`src/rtl/ysyx_rd_arb.sv`:
```
// Read-channel arbiter: shares one AXI4 read master between the IFU (bursts,
// optional lock) and the LSU (single beats), with one transaction in flight.
module ysyx_rd_arb #(
  parameter int XLEN       = 32,
  parameter int IFU_BLEN   = 3,
  parameter int STARVE_MAX = 15
) (
  input  logic            clock,
  input  logic            reset,
  input  logic            flush_pipeline,
  input  logic            ifu_arvalid,
  input  logic [XLEN-1:0] ifu_araddr,
  input  logic            ifu_lock,
  input  logic            ifu_ready,
  output logic            out_ifu_arready,
  output logic [XLEN-1:0] out_ifu_rdata,
  output logic            out_ifu_rvalid,
  output logic            out_ifu_rlast,
  output logic            out_ifu_rerr,
  input  logic            lsu_arvalid,
  input  logic [XLEN-1:0] lsu_araddr,
  input  logic [2:0]      lsu_arsize,
  output logic            out_lsu_arready,
  output logic [XLEN-1:0] out_lsu_rdata,
  output logic            out_lsu_rvalid,
  output logic            out_lsu_rerr,
  output logic [XLEN-1:0] io_master_araddr,
  output logic            io_master_arvalid,
  input  logic            io_master_arready,
  output logic [7:0]      io_master_arlen,
  output logic [2:0]      io_master_arsize,
  output logic [1:0]      io_master_arburst,
  output logic [3:0]      io_master_arid,
  input  logic [XLEN-1:0] io_master_rdata,
  input  logic            io_master_rvalid,
  output logic            io_master_rready,
  input  logic [1:0]      io_master_rresp,
  input  logic            io_master_rlast,
  input  logic [3:0]      io_master_rid,
  output logic [2:0]      o_dbg_state,
  output logic [4:0]      o_dbg_starve_cnt
);

  // Handshakes: a transfer happens on a rising edge where valid and ready are
  // both high; valid never drops and its payload never changes until then.

  typedef enum logic [2:0] {
    S_IDLE   = 3'd0,
    S_AR_IFU = 3'd1,
    S_AR_LSU = 3'd2,
    S_R_IFU  = 3'd3,
    S_R_LSU  = 3'd4,
    S_DRAIN  = 3'd5
  } state_t;

  localparam logic [4:0] LP_STARVE_MAX = 5'(STARVE_MAX);

  state_t          r_state;
  logic [4:0]      r_starve_cnt;
  logic [XLEN-1:0] r_addr;
  logic [2:0]      r_size;
  logic            r_flush_pend;

  logic w_idle;
  logic w_ifu_lock_win;
  logic w_grant_ifu;
  logic w_grant_lsu;
  logic w_r_hs;

  assign w_idle         = (r_state == S_IDLE) && reset;
  assign w_ifu_lock_win = w_idle && !flush_pipeline && ifu_lock && ifu_arvalid &&
                          (r_starve_cnt < LP_STARVE_MAX);
  assign w_grant_lsu    = w_idle && !w_ifu_lock_win && lsu_arvalid;
  assign w_grant_ifu    = w_ifu_lock_win ||
                          (w_idle && !lsu_arvalid && !flush_pipeline && ifu_arvalid);
  assign w_r_hs         = io_master_rvalid && io_master_rready;

  always_ff @(posedge clock) begin
    if (!reset) begin
      r_state      <= S_IDLE;
      r_starve_cnt <= 5'd0;
      r_addr       <= '0;
      r_size       <= 3'd0;
      r_flush_pend <= 1'b0;
    end else begin
      if (w_grant_lsu)
        r_starve_cnt <= 5'd0;
      else if (lsu_arvalid && (r_starve_cnt < LP_STARVE_MAX))
        r_starve_cnt <= r_starve_cnt + 5'd1;

      case (r_state)
        S_IDLE: begin
          r_flush_pend <= 1'b0;
          if (w_grant_ifu) begin
            r_addr  <= ifu_araddr;
            r_size  <= 3'b010;
            r_state <= S_AR_IFU;
          end else if (w_grant_lsu) begin
            r_addr  <= lsu_araddr;
            r_size  <= lsu_arsize;
            r_state <= S_AR_LSU;
          end
        end
        // A flush seen while the address is still pending is remembered so
        // the accepted burst is drained rather than forwarded.
        S_AR_IFU: begin
          if (io_master_arready) begin
            r_state      <= (flush_pipeline || r_flush_pend) ? S_DRAIN : S_R_IFU;
            r_flush_pend <= 1'b0;
          end else if (flush_pipeline) begin
            r_flush_pend <= 1'b1;
          end
        end
        S_AR_LSU: if (io_master_arready) r_state <= S_R_LSU;
        S_R_IFU: begin
          if (w_r_hs && io_master_rlast) r_state <= S_IDLE;
          else if (flush_pipeline)       r_state <= S_DRAIN;
        end
        S_R_LSU:  if (io_master_rvalid && io_master_rlast) r_state <= S_IDLE;
        S_DRAIN:  if (io_master_rvalid && io_master_rlast) r_state <= S_IDLE;
        default:  r_state <= S_IDLE;
      endcase
    end
  end

  always_comb begin
    out_ifu_arready   = w_grant_ifu;
    out_lsu_arready   = w_grant_lsu;
    out_ifu_rdata     = '0;
    out_ifu_rvalid    = 1'b0;
    out_ifu_rlast     = 1'b0;
    out_ifu_rerr      = 1'b0;
    out_lsu_rdata     = '0;
    out_lsu_rvalid    = 1'b0;
    out_lsu_rerr      = 1'b0;
    io_master_araddr  = '0;
    io_master_arvalid = 1'b0;
    io_master_arlen   = 8'd0;
    io_master_arsize  = 3'd0;
    io_master_arburst = 2'b00;
    io_master_arid    = 4'd0;
    io_master_rready  = 1'b0;
    case (r_state)
      S_AR_IFU: begin
        io_master_arvalid = 1'b1;
        io_master_araddr  = r_addr;
        io_master_arlen   = 8'(IFU_BLEN);
        io_master_arsize  = 3'b010;
        io_master_arburst = 2'b01;
        io_master_arid    = 4'd0;
      end
      S_AR_LSU: begin
        io_master_arvalid = 1'b1;
        io_master_araddr  = r_addr;
        io_master_arlen   = 8'd0;
        io_master_arsize  = r_size;
        io_master_arburst = 2'b01;
        io_master_arid    = 4'd1;
      end
      // A beat carrying the other requester's id is still consumed but flagged.
      S_R_IFU: begin
        io_master_rready = ifu_ready;
        out_ifu_rvalid   = io_master_rvalid;
        out_ifu_rdata    = io_master_rdata;
        out_ifu_rlast    = io_master_rlast;
        out_ifu_rerr     = (io_master_rresp != 2'b00) || (io_master_rid != 4'd0);
      end
      S_R_LSU: begin
        io_master_rready = 1'b1;
        out_lsu_rvalid   = io_master_rvalid;
        out_lsu_rdata    = io_master_rdata;
        out_lsu_rerr     = (io_master_rresp != 2'b00) || (io_master_rid != 4'd1);
      end
      S_DRAIN: io_master_rready = 1'b1;
      default: ;
    endcase
  end

  assign o_dbg_state      = r_state;
  assign o_dbg_starve_cnt = r_starve_cnt;

endmodule

```
`config.mk`:
```
export PLATFORM = sky130hd
export DESIGN_NAME = ysyx_rd_arb
export DESIGN_NICKNAME = d
export VERILOG_FILES = /design/src/rtl/ysyx_rd_arb.sv
export SDC_FILE = /design/constraint.sdc
export NUM_CORES = 1
export LEC_CHECK = 0
export ABC_AREA = 1
export CORE_MARGIN = 5
export CORE_UTILIZATION = 31
export CTS_BUF_LIST = sky130_fd_sc_hd__clkbuf_8
export DETAILED_ROUTE_END_ITERATION = 16
export PLACE_DENSITY = 0.9
export SLEW_MARGIN = 20
export SYNTH_ARGS = -nofsm -noshare
export SYNTH_HDL_FRONTEND = slang
export SYNTH_SLANG_ARGS = --single-unit
```
`constraint.sdc`:
```
create_clock -name clock -period 1.3 [get_ports clock]
set_input_delay 0.195 -clock clock [delete_from_list [all_inputs] [get_ports clock]]
set_output_delay 0.195 -clock clock [all_outputs]
set_load 0.01 [all_outputs]
```
==> out/metrics.yaml <==
critical_path:
  crit_type: "flop to output port"
  critPathRequiredTime_ps: 1110
  cp_slowest_cell: "dfxtp_4"
  cpPeakStageDelay_ps: 390
  critPathCaptureType: "output port"
  path_cells: "nor3_2, inv_1, buf_12, nor2_1, buf_2"
  worst_ep_arrival_time_ps: 1510
  critPathMaxFanout: 33
  cp.buffers_inverters: 3
  cp_top_family: "buffers and inverters"
  start_kind: "flop"
layout:
  drive_gt1_share_pct: 46.3
  fin_nets: 912
  fin_util_pct: 67.4
  fillCellCount: 844
  antenna_cells: 0
  fin_area_um2: 6490
  area_growth_pct: 114
logic_synthesis:
  synth-seq-cells: 44
  synth_area_leader_cell: "dfxtp_1"
  async_reset_ff_share_pct: 0
  synthFlopType: "dfxtp_1"
  synth.most_common_cell: "nor2_1"
  synthDistinctLibCells: 28
  yosys-top-cells-count: "209 x nor2_1, 92 x inv_1, 59 x nand2_1"
  synth_warnings: 0
  synth_compound_area_share_pct: 13.0
  synth_top_family_by_area: "simple AND/OR/NAND/NOR gates"
  syn_area_um2: 3030
  synth_edf_count: 0
  synth.avg_cell_area_um2: 5.82
  synth.top_cell.area_share_pct: 29.0
  yosys.area_share.xor_xnor_pct: 0
  seq_area_frac_synth_pct: 29.0
  yosys.area_share.simple_pct: 37.6
  yosys-top-cells-area: "dfxtp_1 29%, nor2_1 26%, inv_1 11%"
  synth_fa_ha_area_share_pct: 0.413
  synthMuxAreaShare_pct: 0
  synth_cells: 521
clock_tree:
  cts_made_buffers: 5
  cts_tree: "done"
  clock-sinks: 44
  cts_root_buffer: "clkbuf_8"
  cts-htree-levels: 2
  hold_buffers: 0
  cts_max_path_buffers: 2
  clk_pin_slew_worst_paths_ps: 90
  clk_latency_ps: 300
global_routing:
  grt_start_max_net_pins: 37
  use_met1_pct: 22.9
  gr-max-usage-layer: "met2"
  grtUsageMet2_pct: 46.2
  met3_usage_pct: 7.70
  grt.overflow.total: 0
  grt_usage_pct: 23.2
  grt_pass1_wl_um: 21200
  antenna_found_initial: 0
  grt_pass1_vias: 4023
route:
  wirelength_um: 15100
  drc: 0
  antenna_left: 0
  wl_per_cell_um: 16.3
  first_iter_violations: 109
  vias: 4230
  vias_per_cell: 4.55
  firstDrtPassIters: 4
sta:
  skew_ps: 8.87
  rsz0062_at_grt: "true"
  max_freq_mhz: 586
  setup_ws_ps: -407
  holdWs_ps: 273
  period_share_pct: 131
  hold_violations: 0
  setup_viol: 155
  slew_violations: 0
  layout_min_cycle_time_ps: 1710
floorplanning:
  initial_core_util_pct: 31.5
  design.die.area_um2: 11900
  pin_count: 245
  num_rows: 36
  coreArea_um2: 9640
  chipWidth_um: 109
  die_y_um: 109
placed_design:
  port-buffer-count: 234
  place_congestion: 0.850
  hpwlAfterDp_um: 10700
  place_area_um2: 5890
power_and_ir_drop:
  peakVddDrop_mv: 0.826
  leakage_uw: 0.00306
  powerDensity_nw_per_um2: 1320
status:
  status: "finished, violations left"
  violations: "negative setup slack"
hold_path:
  hold_class: "input pin to flop"
run:
  maxCapViolCount: 0
[power breakdown]
part	leakage [uW]	switching, uW	internal, uW	total [uW]
Combinational	0.00263	2840	2680	5520
Clock	0.0000614	516	630	1150
Sequential	0.000363	233	1670	1910
Total	0.00306	3590	4980	8570
[final timing paths]
check / from / endpoint / slack (ps) / depth (start not counted)
worst min register to register: r_size[2] / r_size[2] / 470 / 2
worst max-delay path: o_dbg_state[1] / out_lsu_rdata[27] / -410 / 5
worst min-delay path: reset / r_size[0] / 270 / 4
worst max register to register: o_dbg_state[2] / r_addr[24] / -390 / 12
[kinds of logic (layout without fill, tap and decap cells)]
family,Yosys count,after routing
AO/OA/AOI/OAI,51,51
adder cells (fa/ha/maj),1,1
AND/OR/NAND/NOR,288,288
other,1,10
flip-flops,44,44
buffers and inverters,136,403
[what timing repair did]
| item | in CTS | in global routing |
|---|---|---|
| setup buffers | 12 | 10 |
| pin swaps | 20 | 30 |
| endpoints found under the setup margin | 163 | 159 |
| gates cloned | 8 | 3 |
| gates resized for setup | 575 | 95 |
[layout by cell type, fill, tap and decap left out, types with 25 or more instances in the layout]
cell type and n:
nor2_2 100, buf_6 29, o211ai_1 25, nand2_1 47, buf_2 90, dfxtp_1 41, nor2_4 28, buf_4 36
nor2_1 83, clkdlybuf4s50_1 107, inv_1 84
[sequential cells by signal (all words and copies together), names as in the netlist]
register,cells
o_dbg_state,3
o_dbg_starve_cnt,5
r_addr,32
r_flush_pend,1
r_size,3
[routing by layer]
| metal | vias to the layer above | wire (um) |
|---|---|---|
| met5 | - | 0 |
| met4 | 0 | 340 |
| met3 | 21 | 1450 |
| met2 | 165 | 8160 |
| met1 | 1955 | 5180 |
| li1 | 2089 | - |
[area by class of cell]
cell class              count  area [um^2]  share of cell area (%)
clock buffers               6         82.6                    1.27
multi-input cells         350         2220                    34.2
repair buffers            297         2690                    41.4
inverters                  98          405                    6.24
clock inverters             2         38.8                   0.597
flip-flops and latches     44          892                    13.7
well taps                 133          166                    2.56
[worst min-delay path, cell delays in order]
cell and delay (ps):
buf_2 110, inv_2 70, buf_4 130, a21oi_1 40
[stage by stage]
stage / setup slack (ps) / power (uW) / instances / setup TNS, ps
floorplan: -48.0 / 4060 / 530 / -2260
global placement: -739 / 6030 / 898 / -62900
global route: -484 / 9080 / 930 / -61670
finish: -407 / 8570 / 930 / -49740
detailed placement: -736 / 6100 / 898 / -65120
CTS: -448 / 7990 / 923 / -46970
Power figures use the tool's default switching activity.
